==> config.mk <==
export PLATFORM = sky130hd
export DESIGN_NAME = ab_switch_debounce
export DESIGN_NICKNAME = d
export VERILOG_FILES = /design/src/rtl/ab_in_pkg.sv /design/src/rtl/ab_debounce_chan.sv /design/src/rtl/ab_switch_debounce.sv
export SDC_FILE = /design/constraint.sdc
export NUM_CORES = 1
export LEC_CHECK = 0
export ABC_CLOCK_PERIOD_IN_PS = 2200
export CAP_MARGIN = 10
export CORE_MARGIN = 1.5
export CORE_UTILIZATION = 45
export CTS_BUF_LIST = sky130_fd_sc_hd__clkbuf_2 sky130_fd_sc_hd__clkbuf_4 sky130_fd_sc_hd__clkbuf_8
export CTS_CLUSTER_DIAMETER = 40
export DETAILED_ROUTE_END_ITERATION = 10
export GPL_ROUTABILITY_DRIVEN = 0
export HOLD_SLACK_MARGIN = 0.08
export PLACE_DENSITY_LB_ADDON = 0.15
export SLEW_MARGIN = 20
export SYNTH_ARGS = -nofsm -noshare
export SYNTH_HDL_FRONTEND = slang
export SYNTH_SLANG_ARGS = --single-unit
==> constraint.sdc <==
create_clock -name clk -period 2.2 [get_ports clk]
set_clock_uncertainty 0.1 [all_clocks]
set_input_delay 0.44 -clock clk [delete_from_list [all_inputs] [get_ports clk]]
set_output_delay 0.44 -clock clk [all_outputs]
set_load 0.005 [all_outputs]
==> src/rtl/ab_in_pkg.sv <==
// Shared types and defaults for the A/B switch input conditioning stage.
package ab_in_pkg;

    typedef enum logic [0:0] {
        ST_STABLE  = 1'b0,
        ST_PENDING = 1'b1
    } ab_state_t;

    localparam int AB_DEBOUNCE_DEFAULT = 4;
    localparam int AB_CNT_W_DEFAULT    = 16;

endpackage

==> src/rtl/ab_debounce_chan.sv <==
// One debounce channel: optional 2-flop synchronizer (AB_SW_SYNC_EN), stable/pending FSM and counter.
// commit is combinational and marks the edge on which level takes the new value.
module ab_debounce_chan
    import ab_in_pkg::*;
#(
    parameter int DEBOUNCE_CYCLES = AB_DEBOUNCE_DEFAULT,
    parameter int CNT_W           = AB_CNT_W_DEFAULT
) (
    input  logic clk,
    input  logic rst_n,
    input  logic raw,
    output logic level,
    output logic commit
);

    localparam logic [CNT_W-1:0] LAST_CNT = CNT_W'(DEBOUNCE_CYCLES - 1);

    logic             s;
    logic             mismatch;
    ab_state_t        state;
    logic [CNT_W-1:0] cnt;

`ifdef AB_SW_SYNC_EN
    logic [1:0] sync_q;

    always_ff @(posedge clk or negedge rst_n) begin
        if (!rst_n) sync_q <= '0;
        else        sync_q <= {sync_q[0], raw};
    end

    assign s = sync_q[1];
`else
    assign s = raw;
`endif

    assign mismatch = (s != level);

    // A single-cycle window commits straight from ST_STABLE without visiting ST_PENDING.
    always_comb begin
        commit = 1'b0;
        if (mismatch) begin
            if (state == ST_PENDING)
                commit = (cnt == LAST_CNT);
            else
                commit = (DEBOUNCE_CYCLES == 1);
        end
    end

    always_ff @(posedge clk or negedge rst_n) begin
        if (!rst_n) begin
            state <= ST_STABLE;
            cnt   <= '0;
            level <= 1'b0;
        end else if (commit) begin
            level <= s;
            state <= ST_STABLE;
            cnt   <= '0;
        end else begin
            case (state)
                ST_STABLE: begin
                    if (mismatch) begin
                        state <= ST_PENDING;
                        cnt   <= CNT_W'(1);
                    end else begin
                        cnt <= '0;
                    end
                end
                ST_PENDING: begin
                    if (!mismatch) begin
                        state <= ST_STABLE;
                        cnt   <= '0;
                    end else begin
                        cnt <= cnt + CNT_W'(1);
                    end
                end
            endcase
        end
    end

endmodule

==> src/rtl/ab_switch_debounce.sv <==
// Debounces switches A and B and strobes ab_valid/changed_mask when the committed pair changes.
// Build option: define AB_SW_SYNC_EN to add a 2-flop synchronizer per switch.
module ab_switch_debounce
    import ab_in_pkg::*;
#(
    parameter int DEBOUNCE_CYCLES = AB_DEBOUNCE_DEFAULT,
    parameter int CNT_W           = AB_CNT_W_DEFAULT
) (
    input  logic       clk,
    input  logic       rst_n,
    input  logic       sw_a,
    input  logic       sw_b,
    output logic       a_out,
    output logic       b_out,
    output logic       ab_valid,
    output logic [1:0] changed_mask
);

    logic commit_a;
    logic commit_b;

    ab_debounce_chan #(
        .DEBOUNCE_CYCLES (DEBOUNCE_CYCLES),
        .CNT_W           (CNT_W)
    ) u_chan_a (
        .clk    (clk),
        .rst_n  (rst_n),
        .raw    (sw_a),
        .level  (a_out),
        .commit (commit_a)
    );

    ab_debounce_chan #(
        .DEBOUNCE_CYCLES (DEBOUNCE_CYCLES),
        .CNT_W           (CNT_W)
    ) u_chan_b (
        .clk    (clk),
        .rst_n  (rst_n),
        .raw    (sw_b),
        .level  (b_out),
        .commit (commit_b)
    );

    always_ff @(posedge clk or negedge rst_n) begin
        if (!rst_n) begin
            ab_valid     <= 1'b0;
            changed_mask <= '0;
        end else begin
            ab_valid     <= commit_a | commit_b;
            changed_mask <= {commit_a, commit_b};
        end
    end

endmodule
=== Yosys cells after proc, flatten, opt, wreduce, memory -nomap -nowiden ===
Cells that the tools add are included.

* Muxes and demuxes: 16
* Bitwise gates (word level): 3
* Equality and inequality tests: 4
* $add $sub $neg: 2

{| class="wikitable"
|+ Operators with widths
! operator !! count
|-
| 2-to-1 mux 16 bit || 4
|-
| case mux 16 bit (2 select lines) || 2
|-
| adder 16 x 1 -> 16 bit (second input constant) || 2
|-
| equality test 16 x 2 -> 1 bit (second input constant) || 2
|-
| 2-to-1 mux 1 bit || 10
|-
| inequality test 1 bit || 2
|-
| inverter 1 bit || 2
|-
| bitwise OR 1 bit || 1
|}

* Input port bits: 4
* Bits in registers: 39

=== Depth between registers and ports, before layout ===
Gate-level depths: netlist (run 1).

* Depth after elaboration: 4
* Depth in mapped cells: 6

=== By module ===
From an unflattened synthesis (run 1), not the netlist that was laid out.

* Cell total of the unflattened synthesis: 184
* Area, all modules: 1943.1 µm²

{| class="wikitable"
|+ Modules (own cells, without submodules)
! module !! instances !! sequential area each (µm²) !! cells an instance !! area each (µm²)
|-
| ab_debounce_chan || 2 || 450.4 || 90 || 930.9
|-
| ab_switch_debounce || 1 || 75.1 || 4 || 81.3
|}

=== Worst setup path before layout (run 1) ===
OpenSTA, ideal clock, no wires.

* Kind: reg-to-reg
* Start: register u_chan_a.cnt[0]
* End: register u_chan_a.cnt[10]
* Cell stages (with the launch flop): 7
* Arrival: 1.513 ns
* Buffers on the path: 1
* Slack: 0.466 ns
* Required time: 1.979 ns
* Cell sequence: dfrtp_1 ha_1 nor4b_1 and4_1 nand3b_1 buf_2 nor2_1

* Word-level cells in the longest chain between the ends: 4

{| class="wikitable"
|+ RTL lines
! element !! line !! text
|-
| start: declaration || ab_debounce_chan.sv:21 || <nowiki>logic [CNT_W-1:0] cnt;</nowiki>
|-
| start signal: assignment || ab_debounce_chan.sv:73 || <nowiki>cnt <= cnt + CNT_W'(1);</nowiki>
|-
| adder 16 x 1 -> 16 bit or equality test 16 x 2 -> 1 bit (tied branches) || ab_debounce_chan.sv:73, ab_debounce_chan.sv:43 ||
|-
| 2-to-1 mux 16 bit or 2-to-1 mux 1 bit (tied branches) || ab_debounce_chan.sv:69, ab_debounce_chan.sv:42 ||
|-
| case mux 16 bit (2 select lines) or 2-to-1 mux 1 bit (tied branches) || ab_debounce_chan.sv:59, ab_debounce_chan.sv:41 ||
|-
| 2-to-1 mux 16 bit (*) || ab_debounce_chan.sv:54 || <nowiki>end else if (commit) begin</nowiki>
|}

Mark *: on every way between the ends. The rest lies on a longest branch, timed or not.
A chain may end at the register's enable or synchronous reset.

=== Final worst setup path (run 1) ===
* Start: register u_chan_a.cnt[0]
* End: register u_chan_a.cnt[13]

The elaborated chain is that of the path after synthesis.

==> flow_summary.json, run 1 <==
{
  "status": "completed",
  "pin_count": 9,
  "route.detailed.drc": 0,
  "wl_met3_um": 117,
  "wl_met2_um": 1760,
  "reg2reg_slack_ns": 0.32,
  "antenna_left": 0,
  "synthSimpleGateAreaFrac_pct": 26.9,
  "die_w_um": 67.2,
  "holdWs_ns": 0.0992,
  "synth_fp_nets": 184,
  "avgSynthCellArea_sq_um": 10.4,
  "ys_seq_area_share_pct": 52.7,
  "netlist_area_sq_um": 1850,
  "dr.pass1.iters": 4,
  "dp_cells": 236,
  "fmax_ghz": 0.533,
  "post_cts_buffers": 0,
  "setup_ws_ns": 0.325,
  "cts_buffers": 5,
  "critPathMaxFanout": 15,
  "grt-ovfl-total": 0,
  "place_hpwl_um": 2400,
  "power_density_nw_per_um2": 884,
  "cts_resized": 0,
  "pre_cts_slack_ns": 0.366,
  "portBuffers": 8,
  "finalMaxSlewViolations": 0,
  "clkLatencyLatePin_ns": 0.29,
  "wl_um": 3500,
  "worst_ep_arrival_time_ns": 1.94,
  "worstReg2RegEnd": "u_chan_a.cnt[13]",
  "start_util_pct": 46.7,
  "grt_max_degree": 40,
  "vias": 1332,
  "cts_max_level": 2,
  "period_needed_ns": 1.88,
  "synth_top_family_by_area": "simple AND/OR/NAND/NOR gates",
  "cts-root-buf": "clkbuf_8",
  "required_ns": 2.27,
  "grt_pass1_wl_um": 5940,
  "synthCells": 178,
  "instances_no_fill": 244,
  "dieArea_sq_um": 4510,
  "cts_tree": "built",
  "clk_path_buf_depth": 2,
  "final_layout_size_suffix_gt1_share_pct": 10.3,
  "ys_ff_latch": 39,
  "synth_mux_area_share_pct": 1.22,
  "worstMarginPinSlew_ns": 0.478,
  "ys_warn_count": 0,
  "rsz0062_at_grt": "no",
  "final_nets": 199,
  "synth_xor_area_share_pct": 14.7,
  "p_leak_nw": 0.850,
  "slew_headroom_pct": 68.1,
  "timing_hold_violations_final": 0,
  "placed_area_sq_um": 2000,
  "postCtsHoldBufs": 0,
  "finalSetupTns_ns": 0,
  "clock_sinks": 39,
  "end_kind": "register",
  "die_y_um": 67.2,
  "drt_iter0_drc": 34,
  "cp-start-kind": "register",
  "setup_violations": 0,
  "viasPerCell": 5.46,
  "yosysUniqueCellTypes": 28,
  "synth-compound-area-share_pct": 1.35,
  "final_area_sq_um": 2120,
  "rr_startpoint": "u_chan_a.cnt[0]",
  "top_layer": "met4",
  "grt_pass1_vias": 1247,
  "power.total_mw": 1.87,
  "reg2reg_depth": 6,
  "diodes": 0,
  "path_class": "reg2reg",
  "syn_to_final_growth_pct": 14.2,
  "ir_drop_mv": 0.388,
  "coreArea_sq_um": 3970,
  "antenna_found_initial": 0,
  "utilization_pct": 53.3,
  "grtUsageTotal_pct": 17.8,
  "row_count": 23,
  "maxCapViolCount": 0,
  "min_period_over_period_pct": 85.2,
  "avgRoutedWirePerCell_um": 14.3,
  "hold_class": "in2async",
  "synth-adder-area-share_pct": 1.35,
  "wl_met1_um": 1560,
  "path_clk_slew_ns": 0.07
}
cell type report:
class                   count  area (sq um)
inverters                   5          18.8
clock buffers               6          82.6
repair buffers             11          97.6
clock inverters             2          35.0
multi-input cells         131           843
flip-flops and latches     39           976
fillers                   364          1860
well taps                  50          62.6
cell usage after synthesis:
cell type  instances  share of area, %
or3_1              1              0.34
mux2_2             2               1.2
clkbuf_2           1              0.27
o21ai_0            1              0.27
nand4_1            5               1.7
and4_2             1              0.54
nor4b_1            4               1.9
ha_1               2               1.4
and3_1             1              0.34
nand3_2            1              0.54
xnor2_1           20               9.5
buf_2              2              0.54
xor2_1            11               5.2
inv_1              5               1.0
a211oi_1           2              0.81
a21oi_1            1              0.27
nand4_2            2               1.4
nor4_1            11               3.7
and2_1             2              0.68
nand2_1            7               1.4
nor3_1             3              0.81
and4_1             4               1.9
nand3b_1           2              0.81
nor2_1            36               7.3
dfrtp_1           39                53
nand3_1           10               2.7
or3_4              1              0.61
or2_2              1              0.34
power breakdown:
part           leakage [nW]  internal, mW  switching, mW
combinational         0.256         0.176          0.207
sequential            0.533         0.798         0.0836
clock                0.0612         0.367          0.238
layer usage:
layer  GRT usage (%)  vias to the layer above
met5               0                        -
met4            7.40                        0
met3            5.17                        5
met2            30.7                       23
met1            20.7                      661
li1                -                      643
flip-flops by register name, indices dropped and copies added (netlist names):
name	flops
u_chan_a.state	1
u_chan_a.level	1
u_chan_b.level	1
u_chan_b.cnt	16
u_chan_b.state	1
ab_valid	1
changed_mask	2
u_chan_a.cnt	16
critical path, stage by stage (launching register included):
cell      delay (ns)
dfrtp_1         0.42
ha_1            0.24
nor4b_1         0.26
and4_1          0.33
nand3b_1        0.13
buf_4           0.20
nor2_1          0.08
placed cells by master (no fill, tap or decap), types with 2 or more instances in the layout:
master,count
clkbuf_8,6
nand4_2,2
xor2_1,11
inv_1,5
dfrtp_1,39
nand3_1,10
nand2_1,7
nand4_1,5
and4_1,4
nor3_1,3
nor4_1,11
nor2_1,36
nand3b_1,2
ha_1,2
and2_1,2
nor4b_1,4
a211oi_1,2
buf_4,3
mux2_2,2
xnor2_1,20
clkdlybuf4s50_1,7
kinds of logic after synthesis:
logic type      Yosys count
compound gates            4
xor+xnor                 31
fa+ha+maj                 2
buf+inv                   8
flops                    39
mux                       2
simple gates             92
how the worst max path moves through the flow:
stage	startpoint	to	slack, ns	depth (start not counted)
6_report	u_chan_a.cnt[0]	u_chan_a.cnt[13]	0.32	6
5_1_grt	u_chan_a.cnt[0]	u_chan_a.cnt[2]	0.20	6
4_1_cts	u_chan_a.cnt[0]	u_chan_a.cnt[13]	0.32	6
3_5_place_dp	u_chan_a.cnt[0]	u_chan_a.cnt[13]	0.37	6
3_3_place_gp	sw_b	ab_valid	0.42	4
2_1_floorplan	u_chan_a.cnt[0]	u_chan_a.cnt[10]	0.47	6
No activity file was read; power rests on OpenSTA's default activity.
==> run 2, diff against run 1 <==
--- a/config.mk
+++ b/config.mk
@@ -15,6 +15,7 @@
 export GPL_ROUTABILITY_DRIVEN = 0
 export HOLD_SLACK_MARGIN = 0.08
 export PLACE_DENSITY_LB_ADDON = 0.15
+export SETUP_SLACK_MARGIN = 0.3
 export SLEW_MARGIN = 20
 export SYNTH_ARGS = -nofsm -noshare
 export SYNTH_HDL_FRONTEND = slang
==> flow_summary.json, run 2 (same netlist as run 1, synthesis figures left out) <==
{
  "power.total_mw": 1.88,
  "clkLatencyLatePin_ns": 0.29,
  "final_nets": 200,
  "cp-start-kind": "register",
  "rr_startpoint": "u_chan_a.cnt[0]",
  "min_period_over_period_pct": 82.6,
  "syn_to_final_growth_pct": 14.9,
  "path_clk_slew_ns": 0.08,
  "finalSetupTns_ns": 0,
  "combPwrFrac_pct": 20.8,
  "p_leak_nw": 0.853,
  "grt_max_degree": 40,
  "intPower_mw": 1.35,
  "portBuffers": 8,
  "required_ns": 2.28,
  "grt_pass1_wl_um": 5940,
  "start_util_pct": 46.7,
  "status": "completed",
  "cts_buffers": 5,
  "setup_violations": 0,
  "grtUsageTotal_pct": 17.8,
  "antenna_left": 0,
  "worstReg2RegEnd": "u_chan_a.level",
  "cts_tree": "built",
  "reg2reg_depth": 5,
  "critPathMaxFanout": 4,
  "fmax_ghz": 0.550,
  "viasPerCell": 5.49,
  "power_density_nw_per_um2": 882,
  "route.detailed.drc": 0,
  "path_class": "reg2reg",
  "slew_headroom_pct": 68.1,
  "clk_path_buf_depth": 2,
  "final_cell_mix": "39 x dfrtp_1, 36 x nor2_1, 20 x xnor2_1",
  "final-seq-area_sq_um": 976,
  "maxCapViolCount": 0,
  "p_clk_share_pct": 32.2,
  "timing_hold_violations_final": 0,
  "place_hpwl_um": 2400,
  "finalMaxSlewViolations": 0,
  "grt-ovfl-total": 0,
  "row_count": 23,
  "cp_cell_sequence": "ha_2, nor4b_1, and4_2, buf_4, mux2_2",
  "vias": 1345,
  "coreArea_sq_um": 3970,
  "worst_path_largest_cell_delay_ns": 0.43,
  "seqPwrFrac_pct": 47.0,
  "final_layout_size_suffix_gt1_share_pct": 12.3,
  "holdWs_ns": 0.0993,
  "reg2reg_slack_ns": 0.38,
  "ir_drop_mv": 0.392,
  "worstMarginPinSlew_ns": 0.478,
  "die_y_um": 67.2,
  "multi_input_area_sq_um": 848,
  "n_fill_cell": 359,
  "antenna_found_initial": 0,
  "wl_um": 3520,
  "cts_max_level": 2,
  "end_kind": "register",
  "diodes": 0,
  "clock_sinks": 39,
  "pin_count": 9,
  "crit_slowest_cell": "dfrtp_1",
  "die_w_um": 67.2,
  "switchingPower_mw": 0.529,
  "grt_pass1_vias": 1247,
  "cts-root-buf": "clkbuf_8",
  "postCtsHoldBufs": 0,
  "rsz0062_at_grt": "no",
  "top_regs": "u_chan_a.cnt: 16 flops, u_chan_b.cnt: 16 flops, changed_mask: 2 flops",
  "layout_commonest_cell": "dfrtp_1",
  "avgRoutedWirePerCell_um": 14.4,
  "dr.pass1.iters": 4,
  "drt_iter0_drc": 49,
  "dieArea_sq_um": 4510,
  "period_needed_ns": 1.82,
  "hold_class": "in2async",
  "switching_share_pct": 28.2,
  "worst_ep_arrival_time_ns": 1.90
}
run 2: final cells by class:
type,instances,share of cell area [%]
clock buffer,6,3.88
clock inverter,2,1.65
inverter,5,0.882
multi-input combinational,131,39.9
sequential,39,45.9
tap,50,2.94
timing repair buffer,12,4.94
run 2: worst max-delay path, delay by kind of cell, from the launching register on:
family,cells,cell delay [ns]
multiplexers,1,0.32
flip-flops,1,0.43
adder cells (fa/ha/maj),1,0.24
AND/OR/NAND/NOR,2,0.51
buffers and inverters,1,0.12
run 2: worst max-delay path by stage:
stage | to | from | slack, ns | depth (start not counted)
final | u_chan_a.level | u_chan_a.cnt[0] | 0.38 | 5
after global routing | u_chan_a.level | u_chan_a.cnt[0] | 0.30 | 5
after CTS | u_chan_a.cnt[13] | u_chan_a.cnt[0] | 0.32 | 6
after detailed placement | u_chan_a.cnt[13] | u_chan_a.cnt[0] | 0.37 | 6
after global placement | ab_valid | sw_b | 0.42 | 4
after floorplan | u_chan_a.cnt[10] | u_chan_a.cnt[0] | 0.47 | 6
run 2: power groups by stage:
stage                     combinational (mW)  clock (mW)  sequential, mW
after global placement                 0.374           0           0.886
after detailed placement               0.386           0           0.892
final                                  0.389       0.604           0.882
after global routing                   0.441       0.658           0.894
after floorplan                        0.240           0           0.876
after CTS                              0.387       0.628           0.881
run 2: repair_timing:
action / 4_1_cts / 5_1_grt
endpoints found under the setup margin: 0 / 16
buffers inserted: 0 / 1
resized for setup: 0 / 3
run 2: stage by stage:
stage	util (%)	cells	area, sq um	worst slack, ns
global route	53.6	245	2130	0.298
CTS	53.3	244	2120	0.321
global placement	50.3	236	2000	0.422
finish	53.6	245	2130	0.382
detailed placement	50.3	236	2000	0.366
floorplan	-	178	1850	0.466
run 2: metal layers:
| metal | global-route usage [%] | share of wire, % | vias to the layer above | wire length [um] |
|---|---|---|---|---|
| li1 | - | - | 644 | - |
| met1 | 20.7 | 45 | 667 | 1580 |
| met2 | 30.7 | 50 | 29 | 1770 |
| met3 | 5.17 | 3.4 | 5 | 119 |
| met4 | 7.40 | 1.6 | 0 | 58 |
| met5 | 0 | 0 | - | 0 |
==> run 3, diff against run 2 <==
--- a/config.mk
+++ b/config.mk
@@ -5,7 +5,7 @@
 export SDC_FILE = /design/constraint.sdc
 export NUM_CORES = 1
 export LEC_CHECK = 0
-export ABC_CLOCK_PERIOD_IN_PS = 2200
+export ABC_CLOCK_PERIOD_IN_PS = 1900
 export CAP_MARGIN = 10
 export CORE_MARGIN = 1.5
 export CORE_UTILIZATION = 45
==> constraint.sdc (replaced) <==
create_clock -name clk -period 1.9 [get_ports clk]
set_clock_uncertainty 0.1 [all_clocks]
set_input_delay 0.38 -clock clk [delete_from_list [all_inputs] [get_ports clk]]
set_output_delay 0.38 -clock clk [all_outputs]
set_load 0.005 [all_outputs]
==> flow_summary.json, run 3 (same netlist as run 1, synthesis figures left out) <==
{
  "top_regs": "u_chan_a.cnt: 16 flops, u_chan_b.cnt: 16 flops, changed_mask: 2 flops",
  "crit_slowest_cell": "dfrtp_2",
  "final_nets": 235,
  "viasPerCell": 5.48,
  "status": "completed",
  "p_clk_share_pct": 19.2,
  "cp_cell_sequence": "nor4b_4, and4_4, nand3b_1, buf_6, buf_12, nor2_2",
  "path_clk_slew_ns": 0.08,
  "grt-ovfl-total": 0,
  "worst_ep_arrival_time_ns": 1.78,
  "row_count": 23,
  "period_needed_ns": 1.71,
  "route.detailed.drc": 0,
  "layout_commonest_cell": "dfrtp_1",
  "timing_hold_violations_final": 0,
  "min_period_over_period_pct": 90.2,
  "required_ns": 1.97,
  "die_w_um": 67.2,
  "seqPwrFrac_pct": 37.1,
  "dp_cells": 237,
  "switchingPower_mw": 0.920,
  "ir_drop_mv": 0.851,
  "power_density_nw_per_um2": 980,
  "vias": 1523,
  "dieArea_sq_um": 4510,
  "start_util_pct": 46.7,
  "rsz0062_at_grt": "yes",
  "antenna_left": 0,
  "coreArea_sq_um": 3970,
  "finalMaxSlewViolations": 0,
  "grt_pass1_vias": 1620,
  "die_y_um": 67.2,
  "cp-start-kind": "register",
  "drt_iter0_drc": 59,
  "worstMarginPinSlew_ns": 0.395,
  "p_leak_nw": 1.12,
  "pin_count": 9,
  "instances_no_fill": 278,
  "final_cell_mix": "29 x dfrtp_1, 27 x buf_4, 20 x xnor2_1",
  "syn_to_final_growth_pct": 51.7,
  "maxCapViolCount": 0,
  "avgRoutedWirePerCell_um": 16.7,
  "slew_headroom_pct": 73.5,
  "hold_class": "reg2reg",
  "wl_um": 4640,
  "place_hpwl_um": 2510,
  "grtUsageTotal_pct": 23.0,
  "finalSetupTns_ns": 0,
  "final_layout_size_suffix_gt1_share_pct": 50.0,
  "power.total_mw": 2.76,
  "antenna_found_initial": 0,
  "cts_tree": "built",
  "diodes": 0,
  "cts_buffers": 5,
  "critPathMaxFanout": 8,
  "fmax_ghz": 0.583,
  "dr.pass1.iters": 4,
  "combPwrFrac_pct": 43.7,
  "grt_pass1_wl_um": 7650,
  "cts_max_level": 2,
  "worst_path_largest_cell_delay_ns": 0.47,
  "portBuffers": 8,
  "end_kind": "register",
  "switching_share_pct": 33.4,
  "intPower_mw": 1.84,
  "cts-root-buf": "clkbuf_8",
  "path_class": "reg2reg",
  "grt_max_degree": 27,
  "clk_path_buf_depth": 2,
  "setup_violations": 0,
  "clock_sinks": 39,
  "clkLatencyLatePin_ns": 0.29
}
## run 3: cell types whose count changed in the layout (fill, tap and decap cells not counted), moves of 4 or more
cell / previous run / this run
nor2_1: 36 / 8
buf_4: 4 / 27
nor2_2: 0 / 15
nor2_4: 0 / 13
dfrtp_1: 39 / 29
dfrtp_2: 0 / 10
nor4_1: 11 / 2
buf_6: 0 / 6
nor4_2: 0 / 6
clkdlybuf4s50_1: 7 / 3
nor4b_1: 4 / 0
## run 3: repair_timing
item / CTS / global route
gates cloned: 2 / 0
pin swaps: 24 / 14
endpoints found under the setup margin: 36 / 37
hold buffers: 1 / 0
endpoints found under the hold margin: 13 / 0
setup buffers: 25 / 7
gates resized for setup: 52 / 46
## run 3: layer usage
layer	routed length [um]	GRT usage, %	vias up
met5	0	0	-
met4	76	9.44	0
met3	129	6.33	10
met2	2440	38.5	20
met1	1990	27.8	776
li1	-	-	717
## run 3: power by group through the flow
| stage | logic, mW | clock network, mW | registers (mW) |
|---|---|---|---|
| global route | 1.28 | 0.579 | 1.03 |
| floorplan | 0.318 | 0 | 1.02 |
| finish | 1.20 | 0.529 | 1.02 |
| global placement | 0.515 | 0 | 1.03 |
| CTS | 0.987 | 0.544 | 0.998 |
| detailed placement | 0.527 | 0 | 1.04 |
## run 3: path summary, 6_finish.rpt
kind / startpoint / endpoint / slack, ns / depth (start not counted)
hold reg to reg: u_chan_b.state / u_chan_b.cnt[0] / 0.40 / 1
hold / removal: u_chan_b.state / u_chan_b.cnt[0] / 0.40 / 1
max in group asynchronous: rst_n / u_chan_a.cnt[5] / 0.80 / 3
setup reg to reg: u_chan_a.cnt[3] / u_chan_a.cnt[7] / 0.19 / 6
setup / recovery: u_chan_a.cnt[3] / u_chan_a.cnt[7] / 0.19 / 6
min in group asynchronous: rst_n / u_chan_b.cnt[6] / 0.42 / 2
## run 3: metrics by stage
stage                     util [%]  hold slack [ns]  area [sq um]  worst slack (ns)
after CTS                     64.4            0.405          2560             0.255
after floorplan                  -          -0.0156          1880             0.270
after detailed placement      51.9            0.209          2060             0.161
final                         70.8            0.404          2810             0.186
after global routing          70.8            0.428          2810            0.0940
after global placement        51.9            0.204          2060             0.192
## run 3: worst max-delay path, delay by kind of cell, from the launching register on
| family | cells | cell delay (ns) |
|---|---|---|
| buf+inv | 2 | 0.29 |
| flops | 1 | 0.47 |
| simple gates | 4 | 0.72 |
## run 3: area by class of cell
cell class	count	area [sq um]
tap	50	62.6
timing repair buffer	47	469
sequential	39	988
multi-input combinational	131	1200
inverter	5	18.8
clock buffer	6	76.3
fill	259	1160
